[config.mk]
export PLATFORM = sky130hd
export DESIGN_NAME = cmplx_mac_seq
export DESIGN_NICKNAME = d
export VERILOG_FILES = /design/src/rtl/cmac_pkg.sv /design/src/rtl/seq_mult_signed.sv /design/src/rtl/cmplx_mac_seq.sv
export SDC_FILE = /design/constraint.sdc
export NUM_CORES = 1
export LEC_CHECK = 0
export CORE_MARGIN = 2
export CORE_UTILIZATION = 57
export DETAILED_ROUTE_END_ITERATION = 6
export PLACE_DENSITY = 0.8
export SYNTH_ARGS = -nofsm -noshare
export SYNTH_HDL_FRONTEND = slang
export SYNTH_SLANG_ARGS = --single-unit
[constraint.sdc]
create_clock -name clk -period 5.32 [get_ports clk]
set_input_delay 0.798 -clock clk [delete_from_list [all_inputs] [get_ports clk]]
set_output_delay 0.798 -clock clk [all_outputs]
set_load 0.03 [all_outputs]
[src/rtl/cmac_pkg.sv]
// Shared definitions for the complex MAC: FSM states, product indices, accumulator width.
package cmac_pkg;

  typedef enum logic [1:0] {S_IDLE, S_MUL, S_ACC, S_DONE} state_t;

  localparam logic [1:0] K_RR = 2'd0;
  localparam logic [1:0] K_II = 2'd1;
  localparam logic [1:0] K_RI = 2'd2;
  localparam logic [1:0] K_IR = 2'd3;

  function automatic int acc_w(input int w, input int guard);
    return 2 * w + 1 + guard;
  endfunction

endpackage

[src/rtl/seq_mult_signed.sv]
// W x W two's-complement shift-add multiplier; load pulse in, one-cycle valid pulse
// when the 2W-bit product is ready (bit 0 is folded into the load cycle).
module seq_mult_signed #(
  parameter int W = 4
) (
  input  logic           clk,
  input  logic           rst,
  input  logic           load,
  input  logic [W-1:0]   a,
  input  logic [W-1:0]   b,
  output logic           valid,
  output logic [2*W-1:0] prod
);

  localparam int CW = $clog2(W + 1);

  logic [2*W-1:0] mcand;
  logic [W-1:0]   mplier;
  logic [CW-1:0]  cnt;

  always_ff @(posedge clk) begin
    if (rst) begin
      cnt    <= '0;
      valid  <= 1'b0;
      prod   <= '0;
      mcand  <= '0;
      mplier <= '0;
    end else if (load) begin
      mcand  <= {{(W-1){a[W-1]}}, a, 1'b0};
      mplier <= b >> 1;
      prod   <= b[0] ? {{W{a[W-1]}}, a} : '0;
      cnt    <= CW'(W - 1);
      valid  <= 1'b0;
    end else begin
      valid <= (cnt == CW'(1));
      if (cnt != '0) begin
        // The sign bit of b carries weight -2^(W-1), so the last step subtracts.
        if (mplier[0])
          prod <= (cnt == CW'(1)) ? prod - mcand : prod + mcand;
        mcand  <= mcand << 1;
        mplier <= mplier >> 1;
        cnt    <= cnt - CW'(1);
      end
    end
  end

endmodule

[src/rtl/cmplx_mac_seq.sv]
// Sequential complex multiply-accumulate over one shared shift-add multiplier.
// Define CMAC_SAT_EN to saturate overflowing accumulate steps instead of wrapping.
module cmplx_mac_seq
  import cmac_pkg::*;
#(
  parameter  int W     = 4,
  parameter  int GUARD = 4,
  localparam int ACC_W = acc_w(W, GUARD)
) (
  input  logic             clk,
  input  logic             rst,
  input  logic             start,
  input  logic             acc_en,
  input  logic             clr,
  input  logic [W-1:0]     a_re,
  input  logic [W-1:0]     a_im,
  input  logic [W-1:0]     b_re,
  input  logic [W-1:0]     b_im,
  output logic             busy,
  output logic             done,
  output logic [ACC_W-1:0] out_re,
  output logic [ACC_W-1:0] out_im,
  output logic             ovf
);

  state_t             state;
  logic [1:0]         k, kn;
  logic [W-1:0]       ra_re, ra_im, rb_re, rb_im;
  logic [ACC_W-1:0]   acc_re, acc_im;
  logic               wovf;

  logic [W-1:0]       mult_a, mult_b;
  logic               mult_load, mult_valid;
  logic [2*W-1:0]     prod;

  logic [ACC_W:0]     prod_x, sel_x, sum;
  logic               step_ovf;
  logic [ACC_W-1:0]   step_val;
  logic               to_re;

  assign kn        = k + 2'd1;
  assign mult_load = (state == S_IDLE && start) || (state == S_ACC && k != K_IR);
  assign to_re     = (k == K_RR) || (k == K_II);

  // Product 0 is loaded straight from the ports in the same cycle start is accepted.
  always_comb begin
    mult_a = a_re;
    mult_b = b_re;
    if (state != S_IDLE) begin
      unique case (kn)
        K_II:    begin mult_a = ra_im; mult_b = rb_im; end
        K_RI:    begin mult_a = ra_re; mult_b = rb_im; end
        K_IR:    begin mult_a = ra_im; mult_b = rb_re; end
        default: begin mult_a = ra_re; mult_b = rb_re; end
      endcase
    end
  end

  seq_mult_signed #(.W(W)) u_mult (
    .clk   (clk),
    .rst   (rst),
    .load  (mult_load),
    .a     (mult_a),
    .b     (mult_b),
    .valid (mult_valid),
    .prod  (prod)
  );

  // One extra bit of headroom exposes signed overflow of the ACC_W-bit result.
  always_comb begin
    prod_x   = {{(ACC_W+1-2*W){prod[2*W-1]}}, prod};
    sel_x    = to_re ? {acc_re[ACC_W-1], acc_re} : {acc_im[ACC_W-1], acc_im};
    sum      = (k == K_II) ? sel_x - prod_x : sel_x + prod_x;
    step_ovf = sum[ACC_W] ^ sum[ACC_W-1];
`ifdef CMAC_SAT_EN
    if (step_ovf)
      step_val = sum[ACC_W] ? {1'b1, {(ACC_W-1){1'b0}}} : {1'b0, {(ACC_W-1){1'b1}}};
    else
      step_val = sum[ACC_W-1:0];
`else
    step_val = sum[ACC_W-1:0];
`endif
  end

  always_ff @(posedge clk) begin
    if (rst) begin
      state  <= S_IDLE;
      busy   <= 1'b0;
      done   <= 1'b0;
      out_re <= '0;
      out_im <= '0;
      ovf    <= 1'b0;
      k      <= K_RR;
      acc_re <= '0;
      acc_im <= '0;
      wovf   <= 1'b0;
      ra_re  <= '0;
      ra_im  <= '0;
      rb_re  <= '0;
      rb_im  <= '0;
    end else begin
      done <= 1'b0;
      unique case (state)
        S_IDLE: begin
          if (clr) begin
            out_re <= '0;
            out_im <= '0;
            ovf    <= 1'b0;
          end
          if (start) begin
            ra_re  <= a_re;
            ra_im  <= a_im;
            rb_re  <= b_re;
            rb_im  <= b_im;
            k      <= K_RR;
            wovf   <= 1'b0;
            acc_re <= (acc_en && !clr) ? out_re : '0;
            acc_im <= (acc_en && !clr) ? out_im : '0;
            busy   <= 1'b1;
            state  <= S_MUL;
          end
        end
        S_MUL: if (mult_valid) state <= S_ACC;
        S_ACC: begin
          if (to_re) acc_re <= step_val;
          else       acc_im <= step_val;
          wovf <= wovf | step_ovf;
          if (k == K_IR) state <= S_DONE;
          else begin
            k     <= kn;
            state <= S_MUL;
          end
        end
        S_DONE: begin
          out_re <= acc_re;
          out_im <= acc_im;
          ovf    <= ovf | wovf;
          done   <= 1'b1;
          busy   <= 1'b0;
          state  <= S_IDLE;
        end
        default: state <= S_IDLE;
      endcase
    end
  end

endmodule

==> Flow_metrics.wiki <==
{| class="wikitable"
! Metric !! Value
|-
| Result of the run || finished clean
|-
| Number of levels in the clock H-tree || 3
|-
| Maximum achievable frequency || between 200 and 300 MHz
|-
| WL per Instance || between 15 and 20 um
|-
| Critical Path Max Stage Delay || approximately 600 ps
|-
| Final Routed Wirelength || approximately 12000 um
|-
| Clock-pin slew on the worst setup and hold paths || 100 ps
|-
| Via count || 4517
|-
| Share of flip-flops with an asynchronous set or reset || 0%
|-
| Total Negative Setup Slacks || 0 ps
|-
| Core region area || 0.00872 mm^2
|-
| TritonRoute pass-1 iters || 4
|-
| Final setup margin || about 1400 ps
|-
| Total die area || about 0.0097 mm^2
|-
| Top flip-flop cell by instance count after synthesis || sky130_fd_sc_hd__dfxtp_1
|-
| CTS tree || yes
|-
| CP Cell Sequence || ha_1, nor2_1, buf_4, mux2i_1, ha_1, inv_1, fa_1, a21oi_1, o211ai_1, a31oi_1, xnor2_1, xnor3_1, or4_1, nand3_1
|-
| Worst flop-to-flop path startpoint || k[0]
|-
| Post-cts sizing count || 0
|-
| Transition at the pin with the smallest max-transition slack || around 1100 ps
|-
| Initial core utilization || 58.6%
|-
| Width of the chip || 98.7 um
|-
| Buffers added on ports || 49
|-
| Remaining max-slew budget at the tightest pin || 24.8%
|-
| Number of hold violations in the final report || 0
|-
| Startpoint of the most critical hold path || rb_re[2]
|-
| Number of top-level pins || 50
|-
| Pre-CTS WS || 1430 ps
|-
| Proportion of layout cells with a drive suffix above 1 || ~6.7%
|-
| Pin count of the biggest net entering global routing || between 70 and 80
|-
| Data arrival time of the critical path || 4240 ps
|-
| Class of the most critical hold timing path || flop to flop
|-
| Max Transition Viols Final || 0
|-
| CP Capture Type || flop
|-
| Sink count of the clock tree || 98
|-
| Count of antenna-violating nets left after detailed routing || 0
|-
| Reg-to-reg setup timing slack || 1390 ps
|-
| RSZ-0062 raised after global routing || false
|-
| Count of standard-cell rows || 34
|-
| Total inserted antenna cells || 0
|-
| Wire length of the first global-routing pass || 19900 um
|-
| Number of nets at the end of the flow || around 700
|-
| Total nets after synthesis || 657
|-
| Crit-path max FO || 16
|-
| Number of fillers in the final layout || 705
|-
| Detail Placement HPWL || 8570 um
|-
| Die outline height || 98.7 um
|-
| Cell Pwr Density || 363 mW/mm^2
|-
| Sequential cell area fraction in the yosys report || 38.4%
|-
| Gp weighted congestion || approximately 1.0
|-
| Average vias per placed instance || 6.03
|-
| 1st-iter DRT viols || 194
|-
| Post-route DRC || 0
|-
| Highest-count cells in the layout ignoring fill and taps || sky130_fd_sc_hd__dfxtp_1, sky130_fd_sc_hd__nand2_1, sky130_fd_sc_hd__nor2_1
|-
| Most frequent standard cell in the layout excluding fill and tap cells || sky130_fd_sc_hd__dfxtp_1
|-
| Clock skew || 15.5 ps
|-
| Average cell area after synthesis || 8.42 um^2
|-
| Maximum number of buffers from clock root to sink || 2
|-
| Count of mapped cells out of synthesis || 607
|-
| EDFF count, synth || 0
|-
| Static power due to leakage || about 0.0022 uW
|-
| Critical path class || flop to flop
|-
| Required time of the critical path || 5630 ps
|-
| Terminus of the critical flop-to-flop path || wovf
|-
| Number of antenna violations at the first check in global routing || 0
|-
| Capture endpoint of the worst hold path || rb_re[2]
|-
| Number of warnings printed during yosys synthesis || 0
|-
| Number of hold buffers added after CTS || 0
|-
| Number of setup buffers added after CTS || 0
|-
| Cell area after synthesis || 0.00511 mm^2
|-
| GRT Residual Overflow || 0
|-
| Hold Path Depth || 2
|-
| Max VDD drop || 0.000227 V
|-
| Clock network latency to the later pin of the worst-skew pair || 370 ps
|-
| Final setup violation count || 0
|-
| Share of the clock period used by the worst path || 73.8%
|-
| Number of global-route vias before repair || 4307
|-
| Slowest library cell on the worst path || sky130_fd_sc_hd__dfxtp_1
|-
| Startpoint Class || flop
|-
| Post-synthesis sequential element count || 98
|-
| Instance area at placement || approximately 0.0057 mm^2
|-
| Number of distinct library cell variants in the gate-level netlist after synthesis || 48
|-
| Cell repeated most along the worst path || sky130_fd_sc_hd__ha_1
|-
| Total non-filler cell area in the finished layout || 0.00584 mm^2
|-
| Number of clock buffers inserted by TritonCTS || 9
|-
| Area Growth Syn to Fin || 14.3%
|-
| Max-Cap Viols || 0
|-
| Root buffer cell || sky130_fd_sc_hd__clkbuf_8
|-
| Depth of the most critical reg-to-reg path || 14
|-
| Fin crit period || 3930 ps
|-
| Total GRT Usage || 24.9%
|}
[registers in the layout (all words and copies together), names as in the netlist, 2 cells and up]
register / count
u_mult.prod: 8
ra_re: 4
state: 2
out_re: 13
rb_im: 4
ra_im: 4
acc_im: 13
out_im: 13
k: 2
u_mult.mplier: 3
u_mult.cnt: 3
u_mult.mcand: 7
rb_re: 4
acc_re: 13
[per-stage QoR]
step                utilization [%]  total power (uW)  instances  hold slack (ps)
finish                         66.9              2120        749              460
global route                   66.9              2260        749              478
CTS                            66.9              2120        749              464
detailed placement             64.8              1660        734              450
global placement               64.8              1610        734              442
floorplan                         -              1480        607              436
[cell type report]
class	instances	area, um^2	area share (%)
clock buffers	10	138	2.36
clock inverters	5	46.3	0.793
inverters	18	67.6	1.16
multi-input cells	453	2940	50.4
flip-flops and latches	98	1960	33.6
well taps	108	135	2.31
repair buffers	57	546	9.34
[how the worst max path moves through the flow]
stage | start | end | slack [ps] | depth (start not counted)
2_1_floorplan | k[0] | wovf | 1530 | 16
3_3_place_gp | k[0] | wovf | 1560 | 14
5_1_grt | k[0] | acc_im[9] | 1040 | 12
4_1_cts | k[0] | wovf | 1380 | 14
3_5_place_dp | k[0] | wovf | 1430 | 14
6_report | k[0] | wovf | 1390 | 14
[metal layers]
layer	GRT usage, %	wire (um)
met2	43.5	5960
met1	30.4	5050
met5	0	0
met3	4.40	492
met4	10.1	329
[kinds of logic after synthesis]
family | after synthesis | synth area share, %
AO/OA/AOI/OAI | 177 | 23.5
AND/OR/NAND/NOR | 197 | 16.8
XOR/XNOR | 27 | 4.90
adder cells (fa/ha/maj) | 29 | 7.39
flip-flops | 98 | 38.4
buffers and inverters | 56 | 4.19
multiplexers | 23 | 4.80
[where the power goes]
group / leakage (uW) / internal, uW / total (uW) / switching, uW
sequential: 0.000801 / 787 / 845 / 57.7
clock: 0.0000957 / 190 / 463 / 273
combinational: 0.00132 / 356 / 813 / 458
[worst max-delay path, delay by kind of cell, from the launching register on]
kind	cells	cell delay, ps
compound gates	3	620
fa+ha+maj	3	1150
buf+inv	2	280
mux	1	160
simple gates	3	620
xor+xnor	2	420
flops	1	610
[synth_stat cells, types with 3 or more instances]
cell                       instances  share of area [%]
sky130_fd_sc_hd__dfxtp_1          98                 38
sky130_fd_sc_hd__nand2_1          79                5.8
sky130_fd_sc_hd__nor2_1           69                5.1
sky130_fd_sc_hd__a21oi_1          59                5.8
sky130_fd_sc_hd__clkbuf_1         34                2.5
sky130_fd_sc_hd__ha_1             27                6.6
sky130_fd_sc_hd__a211oi_1         26                3.8
sky130_fd_sc_hd__a22o_1           26                4.5
sky130_fd_sc_hd__inv_1            18                1.3
sky130_fd_sc_hd__xnor2_1          17                2.9
sky130_fd_sc_hd__o21ai_0          16                1.6
sky130_fd_sc_hd__nor3_1           15                1.5
sky130_fd_sc_hd__a311oi_1         12                2.1
sky130_fd_sc_hd__mux2_2           12                2.6
sky130_fd_sc_hd__mux2i_1          11                2.2
sky130_fd_sc_hd__xor2_1            9                1.5
sky130_fd_sc_hd__a21o_1            7                1.0
sky130_fd_sc_hd__nand3_1           7               0.69
sky130_fd_sc_hd__a221oi_1          6                1.0
sky130_fd_sc_hd__a21boi_0          5               0.73
sky130_fd_sc_hd__a31oi_1           5               0.61
sky130_fd_sc_hd__and2_1            4               0.49
sky130_fd_sc_hd__nor2b_1           4               0.49
sky130_fd_sc_hd__nor3b_1           4               0.59
sky130_fd_sc_hd__o21bai_1          4               0.59
sky130_fd_sc_hd__a22oi_1           3               0.44
sky130_fd_sc_hd__buf_2             3               0.29
Note: power is estimated with default switching activity, not from simulation.
